===== src/rtl/cpu_pkg.sv =====
// Shared types and constants for the instruction fetch unit.
package cpu_pkg;

    typedef enum logic [1:0] {
        IDLE  = 2'd0,
        FETCH = 2'd1,
        LOAD  = 2'd2
    } fetch_state_t;

    // Wide enough for the longest memory latency of 7 cycles.
    localparam int LAT_CNT_W = 3;

endpackage


===== src/rtl/pc_next_calc.sv =====
// Combinational next-PC arithmetic: sequential increment and branch destination.
module pc_next_calc #(
    parameter int PC_W   = 8,
    parameter int DATA_W = 16
) (
    input  logic [PC_W-1:0]   pc,
    input  logic              branch_rel,
    input  logic [PC_W-1:0]   branch_target,
    input  logic [DATA_W-1:0] sximm,
    output logic [PC_W-1:0]   pc_inc,
    output logic [PC_W-1:0]   branch_dest
);

    // Modulo-2^PC_W addition makes the truncated offset behave as sign-extended.
    logic [PC_W-1:0] offset;

    assign offset      = sximm[PC_W-1:0];
    assign pc_inc      = pc + PC_W'(1);
    assign branch_dest = branch_rel ? (pc + offset) : branch_target;

    generate
        if (DATA_W > PC_W) begin : g_sximm_hi
            logic unused_sximm_hi;
            assign unused_sximm_hi = ^sximm[DATA_W-1:PC_W];
        end
    endgenerate

endmodule


===== src/rtl/instr_fetch_unit.sv =====
// Instruction fetch sequencer: fixed-latency memory read, IR load and PC update
// with a single pending-branch register for redirects that arrive while busy.
//
// state | meaning
// IDLE  | waiting for fetch_req or branch_en; branch applies to pc directly
// FETCH | mem_rd held, latency counter counting down to zero
// LOAD  | one cycle; ir/pc were updated on entry, ir_valid high
module instr_fetch_unit
    import cpu_pkg::*;
#(
    parameter int PC_W     = 8,
    parameter int DATA_W   = 16,
    parameter int MEM_LAT  = 1,
    parameter int RESET_PC = 0
) (
    input  logic              clk,
    input  logic              rst,
    input  logic              fetch_req,
    input  logic              halt,
    input  logic              branch_en,
    input  logic              branch_rel,
    input  logic [PC_W-1:0]   branch_target,
    input  logic [DATA_W-1:0] sximm,
    input  logic [DATA_W-1:0] mem_rdata,
    output logic [PC_W-1:0]   mem_addr,
    output logic              mem_rd,
    output logic [DATA_W-1:0] ir,
    output logic              ir_valid,
    output logic [PC_W-1:0]   pc,
    output logic              busy
);

    fetch_state_t         state;
    fetch_state_t         state_next;
    logic [LAT_CNT_W-1:0] lat_cnt;
    logic                 pending_valid;
    logic [PC_W-1:0]      pending_pc;
    logic [PC_W-1:0]      pc_inc;
    logic [PC_W-1:0]      branch_dest;
    logic                 accept;
    logic                 load_entry;

    pc_next_calc #(
        .PC_W   (PC_W),
        .DATA_W (DATA_W)
    ) u_pc_next_calc (
        .pc            (pc),
        .branch_rel    (branch_rel),
        .branch_target (branch_target),
        .sximm         (sximm),
        .pc_inc        (pc_inc),
        .branch_dest   (branch_dest)
    );

    always_ff @(posedge clk or posedge rst) begin
        if (rst) begin
            state <= IDLE;
        end else begin
            state <= state_next;
        end
    end

    always_comb begin
        state_next = state;
        accept     = 1'b0;
        load_entry = 1'b0;
        case (state)
            IDLE: begin
                // A branch in IDLE wins over a simultaneous fetch request.
                if (!branch_en && fetch_req && !halt) begin
                    state_next = FETCH;
                    accept     = 1'b1;
                end
            end
            FETCH: begin
                if (lat_cnt == '0) begin
                    state_next = LOAD;
                    load_entry = 1'b1;
                end
            end
            LOAD: begin
                state_next = IDLE;
            end
            default: begin
                state_next = IDLE;
            end
        endcase
    end

    assign busy = (state != IDLE);

    always_ff @(posedge clk or posedge rst) begin
        if (rst) begin
            pc            <= PC_W'(RESET_PC);
            mem_addr      <= PC_W'(RESET_PC);
            mem_rd        <= 1'b0;
            ir            <= '0;
            ir_valid      <= 1'b0;
            lat_cnt       <= '0;
            pending_valid <= 1'b0;
            pending_pc    <= '0;
        end else begin
            ir_valid <= 1'b0;

            if (accept) begin
                mem_addr <= pc;
                mem_rd   <= 1'b1;
                lat_cnt  <= LAT_CNT_W'(MEM_LAT - 1);
            end else if (state == FETCH && lat_cnt != '0) begin
                lat_cnt <= lat_cnt - LAT_CNT_W'(1);
            end

            // A branch arriving on the LOAD-entry edge is newest, so it beats the pending one.
            if (load_entry) begin
                mem_rd        <= 1'b0;
                ir            <= mem_rdata;
                ir_valid      <= 1'b1;
                pending_valid <= 1'b0;
                if (branch_en) begin
                    pc <= branch_dest;
                end else if (pending_valid) begin
                    pc <= pending_pc;
                end else begin
                    pc <= pc_inc;
                end
            end else if (branch_en) begin
                if (state == IDLE) begin
                    pc            <= branch_dest;
                    pending_valid <= 1'b0;
                end else begin
                    pending_valid <= 1'b1;
                    pending_pc    <= branch_dest;
                end
            end
        end
    end

endmodule


===== config.mk =====
export PLATFORM = sky130hd
export DESIGN_NAME = instr_fetch_unit
export DESIGN_NICKNAME = d
export VERILOG_FILES = /design/src/rtl/cpu_pkg.sv /design/src/rtl/pc_next_calc.sv /design/src/rtl/instr_fetch_unit.sv
export SDC_FILE = /design/constraint.sdc
export NUM_CORES = 1
export LEC_CHECK = 0
export BUFFER_PORTS_ARGS = -buffer_cell sky130_fd_sc_hd__buf_2
export CAP_MARGIN = 15
export CORE_ASPECT_RATIO = 1.4
export CORE_MARGIN = 2
export CORE_UTILIZATION = 35
export DETAILED_ROUTE_END_ITERATION = 16
export SKIP_CTS_REPAIR_TIMING = 1
export SYNTH_ARGS = -nofsm -noshare
export SYNTH_HDL_FRONTEND = slang
export SYNTH_SLANG_ARGS = --single-unit

===== constraint.sdc =====
create_clock -name clk -period 6.3 [get_ports clk]
set_clock_uncertainty 0.05 [all_clocks]
set_input_delay 0.315 -clock clk [delete_from_list [all_inputs] [get_ports clk]]
set_output_delay 0.315 -clock clk [all_outputs]
set_load 0.1 [all_outputs]

==> results of run 1 <==
-- metal layers --
metal | GRT usage | wire length [um]
met4 | 0.0558 | 94
met1 | 0.197 | 2610
met5 | 0 | 0
met2 | 0.250 | 2760
met3 | 0.0351 | 363
-- layout make-up --
type	instances	area, um2	area share
multi-input combinational	198	1270	0.406
sequential	48	1200	0.382
timing repair buffer	73	380	0.121
tap	97	121	0.0386
clock buffer	7	96.3	0.0307
inverter	10	37.5	0.0120
clock inverter	1	30.0	0.00956
-- kinds of logic after synthesis --
kind of cell	after synthesis	synth area share
AO/OA/AOI/OAI	45	0.117
XOR/XNOR	10	0.0340
adder cells (fa/ha/maj)	11	0.0563
buffers and inverters	21	0.0393
flip-flops	48	0.466
multiplexers	18	0.0753
AND/OR/NAND/NOR	114	0.212
-- how the worst max path moves through the flow --
| stage | start | end | depth (start not counted) |
|---|---|---|---|
| after floorplan | pc[0] | pc[6] | 8 |
| after global placement | lat_cnt[0] | pc[6] | 9 |
| after detailed placement | lat_cnt[0] | pc[6] | 9 |
| after CTS | pc[0] | pc[6] | 8 |
| after global routing | pc[0] | pc[6] | 8 |
| final | pc[0] | pc[6] | 8 |
-- per-stage QoR --
| step | instance area (um2) | cells | hold slack, ns | util |
|---|---|---|---|---|
| final | 3140 | 434 | -0.0275 | 0.435 |
| after global routing | 3140 | 434 | 0.00526 | 0.435 |
| after CTS | 3120 | 433 | 0.140 | 0.432 |
| after detailed placement | 2990 | 425 | 0.407 | 0.415 |
| after global placement | 2990 | 425 | 0.404 | 0.415 |
| after floorplan | 2580 | 267 | 0.370 | - |
-- Yosys cell counts (3+ instances only) --
library cell               count  area, um2
sky130_fd_sc_hd__a211oi_1      3       22.5
sky130_fd_sc_hd__a21o_1        3       22.5
sky130_fd_sc_hd__a21oi_1       6       30.0
sky130_fd_sc_hd__buf_2         3       15.0
sky130_fd_sc_hd__clkbuf_1      4       15.0
sky130_fd_sc_hd__dfrtp_1      48       1200
sky130_fd_sc_hd__ha_1         10        125
sky130_fd_sc_hd__inv_1         9       33.8
sky130_fd_sc_hd__mux2_2       11        124
sky130_fd_sc_hd__mux2i_1       7       70.1
sky130_fd_sc_hd__nand2_1      74        278
sky130_fd_sc_hd__nand2b_1      3       18.8
sky130_fd_sc_hd__nand3_1       5       25.0
sky130_fd_sc_hd__nor2_1        8       30.0
sky130_fd_sc_hd__nor2b_1       4       25.0
sky130_fd_sc_hd__nor3b_1       3       22.5
sky130_fd_sc_hd__o21ai_0      16       80.1
sky130_fd_sc_hd__o311ai_0      3       26.3
sky130_fd_sc_hd__xnor2_1       5       43.8
sky130_fd_sc_hd__xor2_1        5       43.8
-- state kept, by name, indices dropped and copies added, names as in the netlist --
signal / flops
ir: 16
pending_valid: 1
lat_cnt: 3
ir_valid: 1
mem_rd: 1
mem_addr: 8
state: 2
pc: 8
pending_pc: 8
-- worst reg2reg max path: cells and delay by family, from the launching register on --
| family | cells | cell delay (ns) |
|---|---|---|
| AOI/OAI and AO/OA | 4 | 0.83 |
| adders and majority gates | 2 | 0.64 |
| DFF | 1 | 0.52 |
| and+or+nand+nor | 1 | 0.21 |
| buffers and inverters | 1 | 0.06 |
==> results by group, run 1 <==
Outcome
  • Result of the run: finished, violations left
  • Failing checks: negative hold slack

Worst setup path
  • Required time worst endpoint: 6.50 ns
  • Slowest cell on the critical path: sky130_fd_sc_hd__dfrtp_1
  • Peak per-stage delay on the critical path: 0.52 ns
  • Worst setup path class: reg2reg
  • Worst r2r dst: pc[6]
  • Cells traversed along the worst timing path: ha_1, inv_1, fa_1, nor2b_1, o2111ai_1, a21o_1, a211oi_1, o32a_1
  • Crit path DAT: 2.56 ns
  • Register-to-register setup slack: 3.94 ns
  • Critical Path Fanout Max: 9
  • Crit Reg-Reg Startpoint: pc[0]
  • Category of the worst setup path capture point: register
  • Delay-heaviest family, CP: compound AO/OA/AOI/OAI gates
  • Worst Setup Start Kind: register
  • Number of cell instances on the worst register-to-register path: 8
  • Number of buffers and inverters on the critical path: 1

Final layout
  • Fraction of layout instances using a drive strength above 1: 0.303
  • Most common cell after layout, fill and taps aside: sky130_fd_sc_hd__nand2_1
  • Layout area overhead: 21.9%
  • Top library cells by usage in the layout, fill and taps aside: sky130_fd_sc_hd__nand2_1 (74), sky130_fd_sc_hd__buf_2 (72), sky130_fd_sc_hd__dfrtp_1 (48)
  • Number of nets in the finished design: 393
  • Final antenna diode count: 0
  • Fill cell count: 736

Clock network
  • Post-CTS clock slew at the launch and capture registers of the worst setup and hold paths: 0.09 ns
  • Maximum count of clock buffers along a single path: 2
  • Root buffer cell: sky130_fd_sc_hd__clkbuf_8
  • CTS tree: done
  • Worst-skew pair later-pin latency: 0.30 ns
  • Number of buffers created by CTS: 5
  • CTS H-tree depth: 2
  • Number of clock sinks: 48

Timing
  • Final max-slew violation count: 0
  • Final critical-path required period: 2.36 ns
  • Unrepaired setup endpoints after global routing: false
  • Share of the cycle needed by the critical path after routing: 0.375
  • Worst setup margin: 3.94 ns
  • Final-report setup violation count: 0
  • Transition time at the pin with the least slew margin: 0.881 ns
  • Number of hold violations in the final report: 20
  • Maximum operating frequency: 424 MHz
  • Sum of negative setup slack: 0 ns
  • Hold Worst Slack: -0.0275 ns
  • Relative slew slack: 0.412

GRT
  • Initial antenna violation count: 0
  • Leftover overflow at the end of global routing: 0
  • Via count of the first global-routing pass: 2032
  • First-pass GRT wire length: 9.88 mm
  • Global router's overall resource usage: 0.153
  • Pin count of the biggest net entering global routing: 49

Die
  • Die extent in y: 106 um
  • Std-Cell Core Area: 7220 um2
  • Count of pins on the block boundary: 81
  • Die width: 76.5 um
  • Initial core utilization: 0.357
  • Floorplan row count: 37
  • Area of the die: 8070 um2

Yosys
  • Number of synthesis warnings: 0
  • Number of instances in the synthesized netlist: 267
  • Mean instance size in the synthesized netlist: 9.65 um2
  • Flop and latch count out of synthesis: 48
  • Synthesized net count: 324
  • Part of the Yosys area used for sequential elements: 0.466
  • Cell area after synthesis: 2580 um2
  • Post-synth top flop: sky130_fd_sc_hd__dfrtp_1
  • Share of async-settable or async-resettable flops after synthesis: 1.00
  • Synth cell types: 52
  • Number of flops mapped to enable cells by yosys: 0

Placement
  • Final estimated routing congestion in global placement: 0.762
  • IO buf count: 72
  • Pre-CTS setup slack: 3.98 ns
  • HPWL Detailed: 4.24 mm

Routing
  • # DRC: 0
  • Routed via count divided by cell count: 4.81
  • Final routed wire length divided by cell count: 13.4 um
  • Total length of routed wires: 5.83 mm
  • Number of nets with antenna violations after routing: 0
  • Drt initial violations: 118
  • Total via count after detailed routing: 2086
  • First drt pass iteration count: 4

Flow run
  • Max-cap viol count: 0

Worst hold path
  • Worst min-delay path class: in2async
Power of run 1 is not shown: default switching activity piles up to over one toggle a cycle in this logic, so the estimate is an artifact.
==> inputs of run 2 (changes only) <==
--- a/config.mk
+++ b/config.mk
@@ -5,6 +5,7 @@
 export SDC_FILE = /design/constraint.sdc
 export NUM_CORES = 1
 export LEC_CHECK = 0
+export ABC_AREA = 1
 export BUFFER_PORTS_ARGS = -buffer_cell sky130_fd_sc_hd__buf_2
 export CAP_MARGIN = 15
 export CORE_ASPECT_RATIO = 1.4
==> constraint.sdc (replaced) <==
create_clock -name clk -period 2.05 [get_ports clk]
set_clock_uncertainty 0.05 [all_clocks]
set_input_delay 0.1025 -clock clk [delete_from_list [all_inputs] [get_ports clk]]
set_output_delay 0.1025 -clock clk [all_outputs]
set_load 0.1 [all_outputs]
==> results by group, run 2 <==
Outcome
  • Result of the run: finished, violations left
  • Failing checks: negative hold slack

Timing
  • Number of hold violations in the final report: 1 (-95%)
  • Unrepaired setup endpoints after global routing: false
  • Hold Worst Slack: -0.0333 ns (-0.00582 ns)
  • Final-report setup violation count: 0 (unchanged)
  • Sum of negative setup slack: 0 ns (unchanged)
  • Final critical-path required period: 1.86 ns (-0.501 ns)
  • Final max-slew violation count: 0 (unchanged)
  • Transition time at the pin with the least slew margin: 0.495 ns (-0.386 ns)
  • Maximum operating frequency: 538 MHz (+27%)
  • Worst setup margin: 0.191 ns (-3.75 ns)
  • Share of the cycle needed by the critical path after routing: 0.907 (+0.532)
  • Relative slew slack: 0.669 (+0.257)

Routing
  • First drt pass iteration count: 4 (unchanged)
  • Number of nets with antenna violations after routing: 0 (unchanged)
  • Routed via count divided by cell count: 4.64 (-3.5%)
  • Final routed wire length divided by cell count: 12.4 um (-8.0%)
  • Drt initial violations: 144 (+22%)
  • # DRC: 0 (unchanged)
  • Total via count after detailed routing: 2384 (+14%)
  • Total length of routed wires: 6.35 mm (+8.9%)

Worst hold path
  • Worst min-delay path class: in2reg

Worst setup path
  • Required time worst endpoint: 2.20 ns (-4.30 ns)
  • Category of the worst setup path capture point: register
  • Worst Setup Start Kind: register
  • Worst setup path class: reg2reg
  • Critical Path Fanout Max: 3 (-6)
  • Crit path DAT: 2.01 ns (-0.55 ns)

Yosys
  • Top post-synthesis cells by count: sky130_fd_sc_hd__nand2_1 (118), sky130_fd_sc_hd__dfrtp_1 (48), sky130_fd_sc_hd__inv_1 (32), sky130_fd_sc_hd__nand3_1 (22), sky130_fd_sc_hd__o21ai_0 (20)
  • Cell area after synthesis: 2550 um2 (-0.87%)
  • Synthesized net count: 382 (+18%)
  • Part of the Yosys area used for sequential elements: 0.470 (+0.00411)
  • Top-count cell post-synth: sky130_fd_sc_hd__nand2_1
  • Flop and latch count out of synthesis: 48 (unchanged)
  • Area contributors post-synth: sky130_fd_sc_hd__dfrtp_1 (47%), sky130_fd_sc_hd__nand2_1 (17%), sky130_fd_sc_hd__ha_1 (4.9%)
  • Share of async-settable or async-resettable flops after synthesis: 1.00 (unchanged)
  • Top cell type's share of synthesized area: 0.470 (+0.00411)
  • Mean instance size in the synthesized netlist: 7.86 um2 (-19%)
  • Post-synth top flop: sky130_fd_sc_hd__dfrtp_1
  • Number of flops mapped to enable cells by yosys: 0 (unchanged)
  • Number of instances in the synthesized netlist: 325 (+22%)
  • Synth cell types: 31 (-40%)
  • Number of synthesis warnings: 0 (unchanged)
  • Cell type with the highest aggregate area in the netlist: sky130_fd_sc_hd__dfrtp_1

Power
  • Sequential cell fraction of total power: 0.302
  • Pwr/cell area: 1320 nW/um2
  • Cell-internal power: 2.22 mW
  • Worst VDD drop: 0.723 mV
  • Design Power: 4.44 mW
  • Net switching component of the power: 2.22 mW
  • Portion of total power attributed to combinational logic: 0.487
  • Sw Ratio: 0.500
  • Leakage: 1.84 nW
  • Clock group share of total power: 0.210

Placement
  • Pre-CTS setup slack: 0.109 ns (-3.87 ns)
  • Cells after DPL: 487 (+15%)
  • Final estimated routing congestion in global placement: 0.869 (+14%)
  • IO buf count: 72 (unchanged)
  • HPWL Detailed: 4.69 mm (+11%)

Die
  • Floorplan row count: 36 (-2.7%)
  • Initial core utilization: 0.363 (+0.00670)
  • Area of the die: 8000 um2 (-0.84%)
  • Die extent in y: 105 um (-0.43%)
  • Std-Cell Core Area: 7030 um2 (-2.7%)
  • Die width: 76.2 um (-0.42%)
  • Count of pins on the block boundary: 81 (unchanged)

Final layout
  • Final core utilization: 0.480 (+0.0448)
  • Fraction of layout instances using a drive strength above 1: 0.265 (-0.0378)
  • Largest register FFs: 16 (unchanged)
  • Biggest register: ir
  • Final antenna diode count: 0 (unchanged)
  • Number of nets in the finished design: 475 (+21%)
  • Fill cell count: 709 (-3.7%)
  • Layout area overhead: 32.0%
  • Finished Layout Cells: 514 (+18%)
  • Top library cells by usage in the layout, fill and taps aside: sky130_fd_sc_hd__nand2_1 (116), sky130_fd_sc_hd__buf_2 (72), sky130_fd_sc_hd__dfrtp_1 (41)
  • Most common cell after layout, fill and taps aside: sky130_fd_sc_hd__nand2_1

GRT
  • Initial antenna violation count: 0 (unchanged)
  • First-pass GRT wire length: 10.5 mm (+6.7%)
  • Via count of the first global-routing pass: 2285 (+12%)
  • Leftover overflow at the end of global routing: 0 (unchanged)
  • Global router's overall resource usage: 0.159 (+0.00694)
  • Pin count of the biggest net entering global routing: 28 (-43%)

Clock network
  • Number of clock sinks: 48 (unchanged)
  • CTS H-tree depth: 2 (unchanged)
  • Maximum count of clock buffers along a single path: 2 (unchanged)
  • CTS tree: done
  • Worst-skew pair later-pin latency: 0.30 ns (about the same)
  • Number of buffers created by CTS: 5 (unchanged)
  • Root buffer cell: sky130_fd_sc_hd__clkbuf_8
  • Post-CTS clock slew at the launch and capture registers of the worst setup and hold paths: 0.09 ns (about the same)

Flow run
  • Max-cap viol count: 0 (unchanged)
run 2: cell count changes in the layout (fill, tap and decap cells not counted), moves of 6 or more:
cell,delta
sky130_fd_sc_hd__a21oi_1,+7
sky130_fd_sc_hd__dfrtp_1,-7
sky130_fd_sc_hd__dfrtp_2,+6
sky130_fd_sc_hd__dlygate4sd3_1,+16
sky130_fd_sc_hd__inv_1,+23
sky130_fd_sc_hd__mux2_2,-10
sky130_fd_sc_hd__mux2i_1,-7
sky130_fd_sc_hd__nand2_1,+42
sky130_fd_sc_hd__nand3_1,+17
sky130_fd_sc_hd__nor2_1,+9
run 2: layout make-up:
cell class	count	area [um2]	share of cell area
flip-flops and latches	48	1210	0.360
well taps	95	119	0.0353
clock buffers	5	68.8	0.0204
repair buffers	94	578	0.171
clock inverters	3	90.1	0.0267
multi-input cells	232	1160	0.345
inverters	37	139	0.0412
run 2: worst max-delay path, cell delays in order (launching register included):
cell	delay [ns]
sky130_fd_sc_hd__dfrtp_4	0.42
sky130_fd_sc_hd__ha_1	0.16
sky130_fd_sc_hd__inv_1	0.05
sky130_fd_sc_hd__fa_1	0.36
sky130_fd_sc_hd__inv_1	0.09
sky130_fd_sc_hd__nand2_2	0.06
sky130_fd_sc_hd__nand2_2	0.08
sky130_fd_sc_hd__nand3b_1	0.10
sky130_fd_sc_hd__nand2_1	0.08
sky130_fd_sc_hd__nand2_1	0.04
sky130_fd_sc_hd__nand3_1	0.08
sky130_fd_sc_hd__nand3_1	0.07
sky130_fd_sc_hd__nand2_1	0.07
sky130_fd_sc_hd__nand2_1	0.04
run 2: final timing paths:
path                          startpoint          end  slack [ns]  cells after the start
hold / removal             mem_rdata[15]       ir[15]       -0.03                      3
setup / recovery                   pc[0]        pc[6]        0.19                     13
hold reg to reg                   ir[13]       ir[13]        0.43                      2
min in group asynchronous            rst  mem_addr[6]        0.33                      3
max in group asynchronous            rst        pc[2]        1.09                      4
setup reg to reg                   pc[0]        pc[6]        0.19                     13
run 2: per-layer routing:
layer  part of all wire  vias up  global-route usage
met5                  0        -                   0
met4             0.0088        0              0.0403
met3              0.057        6              0.0363
met2               0.51       62               0.283
met1               0.43     1090               0.196
li1                   -     1226                   -
run 2: stage by stage:
step / instance area (um2) / hold slack, ns
floorplan: 2560 / 0.162
global placement: 3020 / 0.103
detailed placement: 3020 / 0.118
CTS: 3180 / -0.215
global route: 3370 / 0.000168
finish: 3370 / -0.0333
run 2: logic make-up after synthesis:
group,synth area share
AOI/OAI and AO/OA,0.107
xor gates and xnor gates,0.00343
adders and majority gates,0.0568
buffers and inverters,0.0759
DFF,0.470
muxes,0.00441
and+or+nand+nor,0.282
run 2: power groups by stage:
| stage | clock network, mW | registers (mW) | logic, mW |
|---|---|---|---|
| after floorplan | 0 | 2.51 | 0.569 |
| after detailed placement | 0 | 1.36 | 2.12 |
| after CTS | 0.961 | 1.35 | 2.12 |
| after global routing | 0.999 | 1.37 | 2.31 |
| after global placement | 0 | 1.36 | 2.10 |
| final | 0.934 | 1.34 | 2.16 |
Note: power is estimated with default switching activity, not from simulation.
